`src/rtl/gray_pkg.sv`:
```
// Gray-code helpers and limits shared by the pointer synchroniser and the FIFO
// pointer generators.
// Callers zero-extend narrower pointers to PTR_W_MAX bits and truncate the
// result. Zero upper bits do not change either conversion.
package gray_pkg;

   localparam int unsigned SYNC_STAGES_MIN = 2;
   localparam int unsigned PTR_W_MAX       = 32;

   // bin[i] = XOR of g[MSB:i], built as a running XOR from the top bit down.
   function automatic logic [PTR_W_MAX-1:0] gray2bin(input logic [PTR_W_MAX-1:0] g);
      logic [PTR_W_MAX-1:0] b;
      b = '0;
      b[PTR_W_MAX-1] = g[PTR_W_MAX-1];
      for (int i = int'(PTR_W_MAX) - 2; i >= 0; i--) begin
         b[i] = b[i+1] ^ g[i];
      end
      return b;
   endfunction

   function automatic logic [PTR_W_MAX-1:0] bin2gray(input logic [PTR_W_MAX-1:0] b);
      return b ^ (b >> 1);
   endfunction

endpackage

```
`src/rtl/sync_bus_ff.sv`:
```
// Multi-bit synchroniser flop chain, no logic between stages.
// Ports:
//   clk    destination clock
//   rst_n  async active-low reset, clears every stage
//   d      asynchronous input bus
//   q      output of the last stage
module sync_bus_ff #(
   parameter int unsigned WIDTH  = 4,
   parameter int unsigned STAGES = 2
) (
   input  logic             clk,
   input  logic             rst_n,
   input  logic [WIDTH-1:0] d,
   output logic [WIDTH-1:0] q
);

   (* ASYNC_REG = "TRUE" *) logic [WIDTH-1:0] sync_q [STAGES];
   logic [WIDTH-1:0] sync_d [STAGES];

   // Plain shift: stage 0 samples d, every later stage copies its predecessor.
   always_comb begin
      sync_d = sync_q;
      sync_d[0] = d;
      for (int unsigned s = 1; s < STAGES; s++) begin
         sync_d[s] = sync_q[s-1];
      end
   end

   always_ff @(posedge clk or negedge rst_n) begin
      if (!rst_n) begin
         for (int unsigned s = 0; s < STAGES; s++) begin
            sync_q[s] <= '0;
         end
      end else begin
         sync_q <= sync_d;
      end
   end

   assign q = sync_q[STAGES-1];

endmodule

```
`src/rtl/gray_ptr_sync.sv`:
```
// Destination-domain receiver for a Gray-coded pointer: synchronise, convert to
// binary, report the per-cycle advance and flag advances above MAX_STEP.
// Ports:
//   clk, rst_n  destination clock, async active-low reset
//   gray_in     Gray pointer from the source domain
//   err_clr     synchronous clear of step_err
//   gray_out    synchronised Gray pointer (last sync stage)
//   bin_out     binary of gray_out (registered when PIPE=1)
//   ptr_valid   bin_out/step meaningful
//   step        bin_out - previous bin_out, modulo 2**WIDTH
//   step_err    sticky over-step flag
module gray_ptr_sync
   import gray_pkg::*;
#(
   parameter int unsigned WIDTH       = 4,
   parameter int unsigned SYNC_STAGES = 2,
   parameter int unsigned PIPE        = 1,
   parameter int unsigned MAX_STEP    = 1
) (
   input  logic             clk,
   input  logic             rst_n,
   input  logic [WIDTH-1:0] gray_in,
   input  logic             err_clr,
   output logic [WIDTH-1:0] gray_out,
   output logic [WIDTH-1:0] bin_out,
   output logic             ptr_valid,
   output logic [WIDTH-1:0] step,
   output logic             step_err
);

   localparam int unsigned LAT   = SYNC_STAGES + PIPE;
   localparam int unsigned CNT_W = $clog2(LAT + 1);

   if (SYNC_STAGES < SYNC_STAGES_MIN) begin : g_chk_sync
      $error("gray_ptr_sync: SYNC_STAGES must be >= %0d", SYNC_STAGES_MIN);
   end
   if (WIDTH < 2 || WIDTH > PTR_W_MAX) begin : g_chk_width
      $error("gray_ptr_sync: WIDTH must be in 2..%0d", PTR_W_MAX);
   end
   if (MAX_STEP < 1 || 64'(MAX_STEP) >= (64'd1 << WIDTH)) begin : g_chk_step
      $error("gray_ptr_sync: MAX_STEP must be in 1..2**WIDTH-1");
   end
   if (PIPE > 1) begin : g_chk_pipe
      $error("gray_ptr_sync: PIPE must be 0 or 1");
   end

   sync_bus_ff #(
      .WIDTH  (WIDTH),
      .STAGES (SYNC_STAGES)
   ) u_sync (
      .clk   (clk),
      .rst_n (rst_n),
      .d     (gray_in),
      .q     (gray_out)
   );

   logic [WIDTH-1:0] bin_c;
   assign bin_c = WIDTH'(gray2bin(PTR_W_MAX'(gray_out)));

   // Optional register between converter and consumers.
   if (PIPE != 0) begin : g_pipe
      logic [WIDTH-1:0] bin_d;
      logic [WIDTH-1:0] bin_q;
      always_comb bin_d = bin_c;
      always_ff @(posedge clk or negedge rst_n) begin
         if (!rst_n) bin_q <= '0;
         else        bin_q <= bin_d;
      end
      assign bin_out = bin_q;
   end else begin : g_comb
      assign bin_out = bin_c;
   end

   logic [CNT_W-1:0] cnt_q, cnt_d;
   logic             valid_q, valid_d;
   logic             valid_dly_q, valid_dly_d;
   logic [WIDTH-1:0] prev_bin_q, prev_bin_d;
   logic [WIDTH-1:0] step_q, step_d;
   logic             step_err_q, step_err_d;

   // valid_dly_q holds step at 0 for one extra cycle so the first real pointer
   // is never differenced against the reset value of prev_bin.
   always_comb begin
      cnt_d       = cnt_q;
      valid_d     = valid_q;
      valid_dly_d = valid_q;
      prev_bin_d  = bin_out;
      step_d      = '0;
      step_err_d  = step_err_q;

      if (cnt_q != CNT_W'(LAT)) cnt_d = cnt_q + CNT_W'(1);
      valid_d = valid_q || (cnt_d == CNT_W'(LAT));

      if (valid_dly_q) step_d = bin_out - prev_bin_q;

      // Set is evaluated last so it wins over a simultaneous clear.
      if (err_clr) step_err_d = 1'b0;
      if (valid_q && (step_q > WIDTH'(MAX_STEP))) step_err_d = 1'b1;
   end

   always_ff @(posedge clk or negedge rst_n) begin
      if (!rst_n) begin
         cnt_q       <= '0;
         valid_q     <= 1'b0;
         valid_dly_q <= 1'b0;
         prev_bin_q  <= '0;
         step_q      <= '0;
         step_err_q  <= 1'b0;
      end else begin
         cnt_q       <= cnt_d;
         valid_q     <= valid_d;
         valid_dly_q <= valid_dly_d;
         prev_bin_q  <= prev_bin_d;
         step_q      <= step_d;
         step_err_q  <= step_err_d;
      end
   end

   assign ptr_valid = valid_q;
   assign step      = step_q;
   assign step_err  = step_err_q;

endmodule
```
`config.mk`:
```
export PLATFORM = sky130hd
export DESIGN_NAME = gray_ptr_sync
export DESIGN_NICKNAME = d
export VERILOG_FILES = /design/src/rtl/gray_pkg.sv /design/src/rtl/sync_bus_ff.sv /design/src/rtl/gray_ptr_sync.sv
export SDC_FILE = /design/constraint.sdc
export NUM_CORES = 1
export LEC_CHECK = 0
export CORE_AREA = 2 2 49 51
export CTS_CLUSTER_SIZE = 40
export DETAILED_ROUTE_END_ITERATION = 10
export DIE_AREA = 0 0 51 53
export PLACE_DENSITY = 0.69
export RECOVER_POWER = 25
export SLEW_MARGIN = 0
export SYNTH_ARGS = -nofsm -noshare
export SYNTH_HDL_FRONTEND = slang
export SYNTH_SLANG_ARGS = --single-unit
```
`constraint.sdc`:
```
create_clock -name clk -period 1.4 [get_ports clk]
set_clock_uncertainty 0.1 [all_clocks]
set_input_delay 0.35 -clock clk [delete_from_list [all_inputs] [get_ports clk]]
set_output_delay 0.35 -clock clk [all_outputs]
set_load 0.01 [all_outputs]
```
# ---- Word-level counts from Yosys, hierarchy flattened
# Cells that the tools add are included.
dict set report word_totals {
  in_bits 7
  regBits 25
  out_inout_bits 14
}
dict set report classes {
  n_lt_le_gt_ge 1
  n_reduce_logical 3
  addsub 2
  n_bitwise 3
  n_mux 4
  eq_ne 2
}
# cell n
set op_table {}
lappend op_table {{4-bit by 1-bit > comparator with 1-bit output, second input constant} 1}
lappend op_table {{4-bit 2-to-1 mux} 1}
lappend op_table {{4-bit subtractor} 1}
lappend op_table {{1-bit XOR} 3}
lappend op_table {{2-bit by 1-bit adder with 2-bit output, second input constant} 1}
lappend op_table {{2-bit equality test, second input constant} 1}
lappend op_table {{1-bit 2-to-1 mux} 2}
lappend op_table {{2-bit 2-to-1 mux} 1}
lappend op_table {{2-bit inequality test, second input constant} 1}
lappend op_table {{2-bit nonzero test} 1}
lappend op_table {{1-bit logical AND} 1}
lappend op_table {{1-bit logical OR} 1}

# ---- Logic depth before layout (Yosys ltp)
dict set report logic_depth {
  word_depth 4
  ltp_mapped 6
}

# ---- Hierarchy
# Synthesis repeated with hierarchy kept, for this count alone.
dict set report unflattened {
  cells_unflattened 56
  area_unflattened_um2 857.1
}
# module area_each_um2 seq_area_each_um2 cells_each instances
set modules_own_cells {}
lappend modules_own_cells {gray_ptr_sync 626.9 425.4 44 1}
lappend modules_own_cells {sync_bus_ff 230.2 200.2 12 1}

# ---- Least setup slack after synthesis
# Ideal clock, no wire load.
dict set report synth_path {
  kind {register -> register}
  startpoint {register g_pipe.bin_q[0], in the netlist bin_out[0]}
  endpoint {register step_q[2], in the netlist step[2]}
  required_ps 1181
  setup_time_ps 119
  n_path_buf 0
  path_stages_with_launch 7
  slack_ps -110
  arrival_ps 1291
  path_cell_list {dfrtp_1 -> inv_1 -> ha_1 -> inv_1 -> fa_1 -> xor2_1 -> and2_1}
}
dict set report synth_between {
  elab_chain_cells 2
}
# item line
set synth_rtl {}
lappend synth_rtl {{start: declaration} gray_ptr_sync.sv:63} ;# logic [WIDTH-1:0] bin_q;
lappend synth_rtl {{start signal: assignment} gray_ptr_sync.sv:67} ;# else bin_q <= bin_d;
lappend synth_rtl {{4-bit subtractor} gray_ptr_sync.sv:94} ;# if (valid_dly_q) step_d = bin_out - prev_bin_q;
lappend synth_rtl {{4-bit 2-to-1 mux} gray_ptr_sync.sv:94}
lappend synth_rtl {{via step_d[2]} gray_ptr_sync.sv:78} ;# logic [WIDTH-1:0] step_q, step_d;
lappend synth_rtl {{end signal: assignment} gray_ptr_sync.sv:114} ;# step_q <= step_d;
lappend synth_rtl {{end: declaration} gray_ptr_sync.sv:78}
# The timed path passes the listed nets, and every way through them passes these cells.
# A chain may end at the register's enable or synchronous reset.

# ---- Worst setup path in the final report
# Ends and elaborated chain as after synthesis.

==> results.md <==
* Status: finished, violations left
* Failing checks: setup timing
* Worst path max stage delay at 0.40 ns
* # DRC at 0
* Crit path max-delay family: adder cells
* DR pass1 iterations at 4
* Number of synthesized flops with an enable pin at 0
* ANT cells at 0
* Worst hold-check path type: reg2reg
* Slew headroom at 0.619
* PnR worst setup slack at -0.0832 ns
* Critical path class: reg2reg
* DP HPWL at 957 µm
* Met1 Use GR at 0.146
* Final Instance Area at 1160 µm²
* Final Max Slew Viols at 0
* Worst Setup Start Kind: flop
* Die span in x at 51 µm
* Core Area at 2150 µm²
* Non-Filler Instances at 116
* Slowest-stage cell, CP: dfrtp_1
* Worst skew pair latency at 0.32 ns
* CTS H-tree depth at 1
* PortBufs at 20
* Hold Fails Final Rpt at 0
* Initial antenna violation count at 0
* Num CTS Buffers at 3
* Antenna Violating Nets Remaining at 0
* Ys async rst share at 1.00
* Seq cells post-synth at 25
* Initial Util at 0.399
* Tmin final at ~1.5 ns
* Timing-limited maximum frequency at 674 MHz
* Final setup TNS at -0.137 ns
* Top post-synthesis cells by area: dfrtp_1 (73%), xor2_1 (5.1%), ha_1 (4.4%)
* Via count at 506
* Max cap viols at 0
* Post-DP Area at 1110 µm²
* Synth top area share at 0.730
* CP Max Fanout at 2
* Least-Margin Pin Slew at around 0.57 ns
* Hold Worst Slack at around 0.26 ns
* Die Ht at between 50 and 60 µm
* Post-synth top cells: dfrtp_1 (25), inv_1 (5), xor2_1 (5)
* Global route hottest layer: met2
* First-pass GRT wire length at 2290 µm
* Num ports at 21
* Area leader, netlist: dfrtp_1
* Pre-CTS setup slack at -0.0885 ns
* Grt met2 use at 0.201
* Die area at between 2000 and 3000 µm²
* Total clock sinks at 25
* WL/cell at 11.8 µm
* Largest net degree at the start of global routing at 26
* Synth-to-layout area growth at 35.5%
* Final #Nets at 100
* R2R setup slack at -0.08 ns
* CTS Root Cell: clkbuf_4
* Final period util at 1.06
* Worst vdd ir at 0.675 mV
* Worst path depth at 6
* CP Capture Type: flop
* Vias in the first global route at approximately 520
* # setup viols final at 3
* Routability cong. at 0.802
* Syn avg cell area at 15.3 µm²
* Drt initial violations at 2
* CTS Hold Buffers Added at 0
* Final-layout fill cell count at 183
* Post-synth cell types at 16
* GRT overflow at 0
* Mapped Cells at 56
* Most common cell in the netlist: dfrtp_1
* Cells after DPL at around 100
* CTS tree: built
* Layout cells sized above 1 at 0.432
* Vias/cell at 4.36
* Seq/Total Area, Yosys at 0.730
* RSZ-0062 raised after global routing: true
* Leak pwr at approximately 0.53 nW
* R2r worst-path depth at 6
* Cell depth of the worst hold path at 0
* Synth Net Count at 67
* P per Cell Area at 1340 nW/µm²
* Yosys warnings at 0
* Clock Path Buffers at 2
* Met3 Use GR at 0.0339
* Buf/Inv on CP at 2
* CP Data Arrival Time at approximately 1.6 ns
* Post-Syn Area at around 860 µm²
* Top_reg_cell synth: dfrtp_1
* WL final at about 1400 µm
* Critical path cell sequence: inv_1, ha_2, inv_2, fa_2, xor2_1, and2_1
* Row count at 17
* GRT Util Overall at 0.127
* CTS clk-pin slew, worst paths at around 0.12 ns
* Req. time, crit path at roughly 1.5 ns
==> per-layer routing <==
layer,vias up,share of wire,wire (µm)
met5,-,0,0
met4,0,0.036,49
met3,5,0.053,73
met2,18,0.53,719
met1,249,0.38,524
li1,234,-,-
==> layout by cell type (no fill, tap or decap), drive strengths merged, types with 2 or more instances in the layout <==
| cell | instances |
|---|---|
| a21oi | 2 |
| and2 | 2 |
| buf | 24 |
| clkbuf | 6 |
| clkdlybuf4s50 | 5 |
| dfrtp | 25 |
| ha | 3 |
| inv | 5 |
| or2 | 2 |
| xor2 | 5 |
==> area by class of cell <==
class	count	area, µm²	share of cell area
clock buffers	4	26.3	0.0226
inverters	5	18.8	0.0162
multi-input cells	22	224	0.193
flip-flops and latches	25	626	0.539
well taps	28	35.0	0.0302
repair buffers	32	231	0.199
==> metrics by stage <==
step	total power [mW]	utilization
finish	1.56	0.540
global route	1.66	0.540
CTS	1.59	0.552
detailed placement	1.26	0.515
global placement	1.24	0.515
floorplan	1.04	-
==> worst paths after layout <==
kind	startpoint	endpoint
max reg2reg	bin_out[0]$_DFF_PN0_	step[2]$_DFF_PN0_
min reg2reg	u_sync.sync_q[4]$_DFF_PN0_	u_sync.q[0]$_DFF_PN0_
max	bin_out[0]$_DFF_PN0_	step[2]$_DFF_PN0_
max in group asynchronous	rst_n	u_sync.q[0]$_DFF_PN0_
min	u_sync.sync_q[4]$_DFF_PN0_	u_sync.q[0]$_DFF_PN0_
min in group asynchronous	rst_n	step[3]$_DFF_PN0_
==> flip-flops by register name, summed over array words and instances, names as in the netlist <==
register,flops
bin_out,4
prev_bin_q,4
step,4
u_sync.q,4
u_sync.sync_q,4
cnt_q,2
ptr_valid,1
step_err,1
valid_dly_q,1
==> cells by family (layout without fill, tap and decap cells) <==
family	after synthesis	count (layout)	share of synthesized area
fa+ha+maj	4	4	0.0672
xor+xnor	5	5	0.0511
compound gates	4	4	0.0263
flops	25	25	0.730
buf+inv	9	41	0.0569
simple gates	9	9	0.0686
==> report_power, final <==
part,leakage [nW],switching (mW),internal [mW]
clock,0.0150,0.196,0.112
sequential,0.277,0.0420,0.815
combinational,0.239,0.181,0.211
total,0.531,0.419,1.14
==> worst reg2reg max path, stage by stage (launching register included) <==
cell and delay, ns:
dfrtp_1 0.40, inv_1 0.06, ha_2 0.17, inv_2 0.04, fa_2 0.33, xor2_1 0.14
and2_1 0.15
==> timing repair <==
action / 4_1_cts / 5_1_grt
cloned: 0 / 0
endpoints found under the setup margin: 17 / 10
buffers inserted: 7 / 1
pin swaps: 1 / 2
gates resized for setup: 57 / 7
(Power assumes the default switching activity.)
